`src/rtl/bcd_time_counter.sv`:
```
// Time-of-day register stage: BCD HH:MM (24 h) with a seconds counter, set modes
// and a one-cycle alarm pulse on a minute rollover that matches the alarm time.
module bcd_time_counter #(
  parameter int SEC_PER_MIN = 60
) (
  input  logic        clk_i,
  input  logic        rst_i,
  input  logic        tick_i,
  input  logic        mode_btn_i,
  input  logic        inc_btn_i,
  input  logic        alarm_en_i,
  input  logic [15:0] alarm_bcd_i,
  output logic [15:0] time_bcd_o,
  output logic [5:0]  sec_cnt_o,
  output logic [1:0]  mode_o,
  output logic        min_pulse_o,
  output logic        alarm_hit_o
);

  localparam logic [1:0] MODE_RUN     = 2'b00;
  localparam logic [1:0] MODE_SET_HR  = 2'b01;
  localparam logic [1:0] MODE_SET_MIN = 2'b10;

  localparam logic [5:0] SEC_LAST = 6'(SEC_PER_MIN - 1);

  logic [1:0]  mode_q,     mode_d;
  logic [7:0]  hours_q,    hours_d;
  logic [7:0]  minutes_q,  minutes_d;
  logic [5:0]  sec_q,      sec_d;
  logic        minPulse_q, minPulse_d;
  logic        alarmHit_q, alarmHit_d;

  logic [8:0]  minInc;
  logic [7:0]  hrInc;
  logic [8:0]  minWrap;
  logic [7:0]  hrWrap;
  logic [15:0] rolledTime;
  logic        alarmValid;

  // 4-bit ripple-carry adder built from explicit full-adder stages
  function automatic logic [4:0] rippleAdd4(input logic [3:0] a, input logic [3:0] b,
                                           input logic cin);
    logic       c;
    logic [3:0] s;
    c = cin;
    s = 4'd0;
    for (int i = 0; i < 4; i++) begin
      s[i] = a[i] ^ b[i] ^ c;
      c    = (a[i] & b[i]) | (a[i] & c) | (b[i] & c);
    end
    return {c, s};
  endfunction

  // One BCD digit: adds cin and wraps to zero past maxDigit, returning {carry, digit}
  function automatic logic [4:0] bcdDigitInc(input logic [3:0] d, input logic cin,
                                            input logic [3:0] maxDigit);
    logic [4:0] sum;
    sum = rippleAdd4(d, 4'd0, cin);
    if (cin && (d == maxDigit)) begin
      return {1'b1, 4'd0};
    end
    return {1'b0, sum[3:0]};
  endfunction

  function automatic logic [8:0] minutesInc(input logic [7:0] m, input logic cin);
    logic [4:0] ones;
    logic [4:0] tens;
    ones = bcdDigitInc(m[3:0], cin, 4'd9);
    tens = bcdDigitInc(m[7:4], ones[4], 4'd5);
    return {tens[4], tens[3:0], ones[3:0]};
  endfunction

  // Hours wrap at 23 rather than at a digit boundary, so the tens digit never carries
  function automatic logic [7:0] hoursInc(input logic [7:0] h, input logic cin);
    logic [4:0] ones;
    logic [4:0] tens;
    if (cin && (h == 8'h23)) begin
      return 8'h00;
    end
    ones = bcdDigitInc(h[3:0], cin, 4'd9);
    tens = bcdDigitInc(h[7:4], ones[4], 4'd9);
    return {tens[3:0], ones[3:0]};
  endfunction

  function automatic logic isValidTime(input logic [15:0] t);
    logic ok;
    ok = (t[3:0] <= 4'd9) && (t[7:4] <= 4'd5) && (t[11:8] <= 4'd9) && (t[15:12] <= 4'd2);
    if (t[15:12] == 4'd2) begin
      ok = ok && (t[11:8] <= 4'd3);
    end
    return ok;
  endfunction

  always_comb begin
    minInc     = minutesInc(minutes_q, 1'b1);
    hrInc      = hoursInc(hours_q, minInc[8]);
    minWrap    = minutesInc(minutes_q, 1'b1);
    hrWrap     = hoursInc(hours_q, 1'b1);
    rolledTime = {hrInc, minInc[7:0]};
    alarmValid = isValidTime(alarm_bcd_i);
  end

  always_comb begin
    mode_d     = mode_q;
    hours_d    = hours_q;
    minutes_d  = minutes_q;
    sec_d      = sec_q;
    minPulse_d = 1'b0;
    alarmHit_d = 1'b0;

    case (mode_q)
      MODE_RUN: begin
        if (tick_i) begin
          if (sec_q == SEC_LAST) begin
            sec_d      = 6'd0;
            minutes_d  = minInc[7:0];
            hours_d    = hrInc;
            minPulse_d = 1'b1;
            alarmHit_d = alarm_en_i && alarmValid && (rolledTime == alarm_bcd_i);
          end else begin
            sec_d = sec_q + 6'd1;
          end
        end
        // A simultaneous mode press still lets the tick's carry and pulses land
        if (mode_btn_i) begin
          mode_d = MODE_SET_HR;
          sec_d  = 6'd0;
        end
      end

      MODE_SET_HR: begin
        sec_d = 6'd0;
        if (mode_btn_i) begin
          mode_d = MODE_SET_MIN;
        end else if (inc_btn_i) begin
          hours_d = hrWrap;
        end
      end

      MODE_SET_MIN: begin
        sec_d = 6'd0;
        if (mode_btn_i) begin
          mode_d = MODE_RUN;
        end else if (inc_btn_i) begin
          minutes_d = minWrap[7:0];
        end
      end

      default: begin
        mode_d = MODE_RUN;
      end
    endcase
  end

  always_ff @(posedge clk_i) begin
    if (rst_i) begin
      mode_q     <= MODE_RUN;
      hours_q    <= 8'h00;
      minutes_q  <= 8'h00;
      sec_q      <= 6'd0;
      minPulse_q <= 1'b0;
      alarmHit_q <= 1'b0;
    end else begin
      mode_q     <= mode_d;
      hours_q    <= hours_d;
      minutes_q  <= minutes_d;
      sec_q      <= sec_d;
      minPulse_q <= minPulse_d;
      alarmHit_q <= alarmHit_d;
    end
  end

  assign time_bcd_o  = {hours_q, minutes_q};
  assign sec_cnt_o   = sec_q;
  assign mode_o      = mode_q;
  assign min_pulse_o = minPulse_q;
  assign alarm_hit_o = alarmHit_q;

endmodule

```
`config.mk`:
```
export PLATFORM = sky130hd
export DESIGN_NAME = bcd_time_counter
export DESIGN_NICKNAME = d
export VERILOG_FILES = /design/src/rtl/bcd_time_counter.sv
export SDC_FILE = /design/constraint.sdc
export NUM_CORES = 1
export LEC_CHECK = 0
export CORE_UTILIZATION = 50
export DETAILED_ROUTE_END_ITERATION = 8
export DONT_BUFFER_PORTS = 1
export GPL_TIMING_DRIVEN = 0
export SLEW_MARGIN = 40
export SYNTH_ARGS = -nofsm -noshare
export SYNTH_HDL_FRONTEND = slang
export SYNTH_SLANG_ARGS = --single-unit
```
`constraint.sdc`:
```
create_clock -name clk_i -period 3.7 [get_ports clk_i]
set_input_delay 0.37 -clock clk_i [delete_from_list [all_inputs] [get_ports clk_i]]
set_output_delay 0.37 -clock clk_i [all_outputs]
set_load 0.05 [all_outputs]
```
## Word-level counts from Yosys, hierarchy flattened

Cells that the tools add are included.

| word-level totals | value |
|---|---|
| bits in registers | 26 |
| bits of input ports | 22 |
| output and inout port bits | 26 |
| logic and storage cells | 147 |

| operators by class | value |
|---|---|
| add/subtract/negate cells | 1 |
| $lt $le $gt $ge | 5 |
| equality and inequality tests | 20 |
| mux-type cells | 50 |
| bitwise gates (word level) | 43 |
| reduce and logical (&&, ||, !) cells | 22 |

Operators with widths:

| operator | number |
|---|---|
| 8-bit 2-to-1 mux | 12 |
| 5-bit 2-to-1 mux | 10 |
| 8-bit one-hot mux with 2 select lines | 2 |
| 1-bit XOR | 22 |
| 6-bit 2-to-1 mux | 3 |
| 2-bit inequality test, second input constant | 9 |
| 1-bit bitwise AND | 16 |
| 16-bit == test | 1 |
| 4-bit 2-to-1 mux | 4 |
| 1-bit 2-to-1 mux | 14 |
| 4-bit == test, second input constant | 3 |
| 6-bit one-hot mux with 2 select lines | 1 |
| 1-bit logical AND | 11 |
| 5-bit AND reduction | 2 |
| 8-bit by 6-bit == test with 1-bit output, second input constant | 1 |
| 4-bit by 2-bit less-or-equal comparator with 1-bit output, second input constant | 2 |
| 4-bit less-or-equal comparator, second input constant | 2 |
| 6-bit by 1-bit adder with 6-bit output, second input constant | 1 |
| 6-bit == test, second input constant | 1 |
| 2-bit 2-to-1 mux | 3 |
| 2-bit one-hot mux with 3 select lines | 1 |
| 2-bit nonzero test | 3 |
| 1-bit NOT | 5 |
| 4-bit by 2-bit == test with 1-bit output, second input constant | 1 |
| 11 further kinds | 11 |

## Depth between registers and ports, before layout

| depth | value |
|---|---|
| word-level depth | 24 |
| depth in mapped cells | 13 |
| mapped depth without buffers | 13 |

## Worst setup path before layout

No wires, ideal clock.

| timing | value |
|---|---|
| kind | register -> register |
| from | register minutes_q[2] |
| to | register alarmHit_q (netlist: alarm_hit_o) |
| library setup time | 88 ps |
| arrival | 2,589 ps |
| data required time | 3,612 ps |
| slack | 1,023 ps |
| stages on the path, launching flop included | 14 |
| buffers on the path | 0 |
| cells stage by stage | dfxtp_1 -> nand4bb_4 -> clkinv_2 -> nand2_4 -> inv_2 -> ha_1 -> ha_1 -> ha_1 -> nor2_1 -> o21ai_0 -> a211oi_1 -> o2bb2ai_1 -> nand4_1 -> nor4_2 |

| on the way | value |
|---|---|
| longest elaborated chain between the ends | 19 |
| elaborated cells between the ends (all ways) | 44 |
| classes of those cells | eq/ne: 2; mux: 13; bitwise: 24; reduce/logical: 5 |

Ends and longest elaborated chain:

| what | line | RTL |
|---|---|---|
| start, declared | 28 | `logic [7:0] minutes_q, minutes_d;` |
| start signal, assigned | 166 | `minutes_q <= minutes_d;` |
| 4-bit == test | 59 | `if (cin && (d == maxDigit)) begin` |
| 1-bit 2-to-1 mux | 59 |  |
| 5-bit 2-to-1 mux (*) | 62 | `return {1'b0, sum[3:0]};` |
| 1-bit logical AND | 59 |  |
| 1-bit 2-to-1 mux | 59 |  |
| 5-bit 2-to-1 mux | -- |  |
| 1-bit logical AND | 59 |  |
| 1-bit 2-to-1 mux | 59 |  |
| 1-bit 2-to-1 mux | 80 | `ones = bcdDigitInc(h[3:0], cin, 4'd9);` |
| 5-bit 2-to-1 mux | 62 |  |
| 5-bit 2-to-1 mux | 80 |  |
| 1-bit bitwise AND (3 in a row) | 49 | `c = (a[i] & b[i]) \| (a[i] & c) \| (b[i] & c);` |
| 1-bit XOR | 48 | `s[i] = a[i] ^ b[i] ^ c;` |
| 4-bit 2-to-1 mux | 62 |  |
| 8-bit 2-to-1 mux | 80 |  |
| 16-bit == test (*) | 119 | `alarmHit_d = alarm_en_i && alarmValid && (rolledTime == alarm_bcd_i);` |
| 1-bit logical AND (*) | 119 |  |
| end signal, assigned | 169 | `alarmHit_q <= alarmHit_d;` |
| end, declared | 31 | `logic alarmHit_q, alarmHit_d;` |

Every way passes the cells marked *; elsewhere a longest branch is shown, timed or not. The select of a mux whose other input is x is not followed.
A chain may end at the register's enable or synchronous reset.

## Worst setup path in the final report

Ends and elaborated chain as after synthesis.

==> reports/qor.yml <==
status:
  outcome: "finished clean"
layout:
  layout_common_cells: "nor2_1, dfxtp_1, ha_1"
  design_area_um2: 2246
  register_area_um2: 520.5
  n_fill_cell: 419
  multi_input_area_um2: 1528
  stdcell_count: 304
  finalNetCount: 298
  syn_to_final_growth_pct: 6.339
  drive_gt1_share_pct: 11.02
  final_common_cell: "nor2_1"
  diodes: 0
placement:
  placed_cells: 300
  place_congestion: 0.7926
  io_buffers: 0
  placedInstanceArea_um2: 2175
  dp_hpwl_mm: 3.656
logic_synthesis:
  synth_top_area_share_pct: 24.64
  synth.distinct_cells: 60
  async_reset_ff_share_pct: 0
  synth-edff-count: 0
  synthTopCellsByArea: "dfxtp_1, ha_1, nor2_1, a21oi_1, xnor2_1"
  ys_seq_area_share_pct: 24.64
  syn_nets: 293
  syn_area_um2: 2112
  syn_inst: 250
  synth_area_per_cell_um2: 8.448
  synth_top_area_cell: "dfxtp_1"
  ys.flop_type: "dfxtp_1"
  synth-seq-cells: 26
  ys.warnings.count: 0
global_routing:
  antenna_found_initial: 0
  grt_overflow_total: 0
  grt_pass1_wl_mm: 7.935
  grt_max_degree: 16
  grt_pass1_vias: 1670
  grtUsageTotal_pct: 23.50
timing:
  rsz0062_at_grt: "false"
  fmax_mhz: 325.3
  period_needed_ns: 3.074
  whs_ns: 0.1537
  finClkSkew_ns: 0.006306
  slew_headroom_pct: 45.79
  finalCritPeriodShare_pct: 83.08
  max_slew.worst_pin.slew_ns: 0.8120
  hold_viol_final: 0
  setup_viol: 0
  setup_tns_ns: 0
  slew_viol_final: 0
die:
  dieHeight_um: 66.99
  die-area_um2: 4488
  num_rows: 23
  fp.dieW_um: 66.99
  coreArea_um2: 4029
  boundaryPins: 48
  start_util_pct: 52.42
clock_network:
  cts_max_level: 1
  clk_path_buf_depth: 2
  cts_root_buf: "clkbuf_8"
  clk_pin_slew_worst_paths_ns: 0.10
  cts_tree: "yes"
  clock_latency_ns: 0.28
  post_cts_resized: 0
  cts_buffers: 3
  post-cts-setup-buffers: 0
  cts_hold_buf: 0
  clock-sinks: 26
detailed_routing:
  antenna_left: 0
  drc_errors: 0
  wl_per_cell_um: 15.25
  wirelength_mm: 4.636
  drt_iter0_drc: 101
  vias: 1759
  post_drt_via_cell_ratio: 5.786
  drtPass1Iterations: 4
setup_path:
  critical_path.max_fanout: 8
  worst_setup_path_end_kind: "flop"
  cp_common_cell: "ha_1"
  start_kind: "flop"
  cp_slowest_stage_delay_ns: 0.76
  path_class: "flop to flop"
  crit_path_cell_trace: "nand4bb_4 > clkinv_2 > nand2_4 > inv_2 > ha_1 > ha_1 > ha_1 > nor2_1 > o21ai_0 > a211oi_1 > o2bb2ai_1 > nand4_1 > nor4_2"
  crit_arrival_ns: 3.26
  cp_slowest_cell: "dfxtp_1"
  worst_ep_required_time_ns: 3.89
pwr:
  totalPowerFinal_mw: 0.8777
  p_leak_nw: 0.9206
  pwr_density_cell_nw_per_um2: 390.8
  ir_worst_vdd_mv: 0.1771
run:
  drv_cap: 0
min_path:
  min_path_type: "input port to flop"
cells in the mapped netlist, types with 5 or more instances:
cell      number
a311oi_1       6
nor3_1         5
xnor2_1        8
nand3b_1       7
xor2_1         8
a21oi_1       16
nand2_1       17
nand2b_1       7
nor2b_1        5
nor2_1        33
nand3_1       12
ha_1          21
dfxtp_1       26
o21ai_0       11
critical path: cells and delay by family, from the launching register on:
kind | cells | cell delay, ns
adders and majority gates | 3 | 0.72
AOI/OAI and AO/OA | 3 | 0.44
buffers and inverters | 2 | 0.23
and+or+nand+nor | 5 | 0.84
DFF | 1 | 0.76
per-layer routing:
metal / GRT usage [%] / share of wire, %
met5: 0 / 0
met1: 30.41 / 48
met4: 6.383 / 1.1
met2: 38.38 / 46
met3: 5.651 / 4.3
stage by stage:
step                setup slack [ns]  util [%]
floorplan                      1.023         -
global placement              0.6364     53.98
detailed placement            0.6384     53.98
CTS                           0.5995     55.75
global route                  0.3547     55.75
finish                        0.6261     55.75
final cells by class:
cell class / count / share of cell area [%]
plain buffers: 8 / 1.783
clock buffers: 3 / 1.838
clock inverters: 1 / 1.337
inverters: 6 / 1.058
multi-input cells: 210 / 68.02
flip-flops and latches: 26 / 23.18
well taps: 50 / 2.786
path summary, 6_finish.rpt:
check                       to         start  depth (start not counted)  slack [ns]
setup / recovery   alarm_hit_o  minutes_q[2]                         13        0.63
hold / removal      hours_q[7]         rst_i                          1        0.15
setup reg to reg   alarm_hit_o  minutes_q[2]                         13        0.63
hold reg to reg   sec_cnt_o[1]  sec_cnt_o[1]                          2        0.73
kinds of logic (layout without fill, tap and decap cells):
| kind of cell | after synthesis | count (layout) | share of synthesized area, % |
|---|---|---|---|
| fa+ha+maj | 21 | 21 | 12.44 |
| xor+xnor | 16 | 16 | 6.635 |
| mux | 4 | 4 | 1.896 |
| flops | 26 | 26 | 24.64 |
| buf+inv | 14 | 18 | 3.020 |
| simple gates | 112 | 112 | 32.29 |
| compound gates | 57 | 57 | 19.08 |
where the power goes:
part	switching (mW)	internal (mW)
Combinational	0.121	0.103
Clock	0.0981	0.145
Sequential	0.110	0.300
Total	0.330	0.548
flip-flops by register name, indices dropped and copies added, names as in the netlist:
register     cells
minutes_q        8
alarm_hit_o      1
hours_q          8
mode_o           2
min_pulse_o      1
sec_cnt_o        6
No activity file was read; power rests on OpenSTA's default activity.
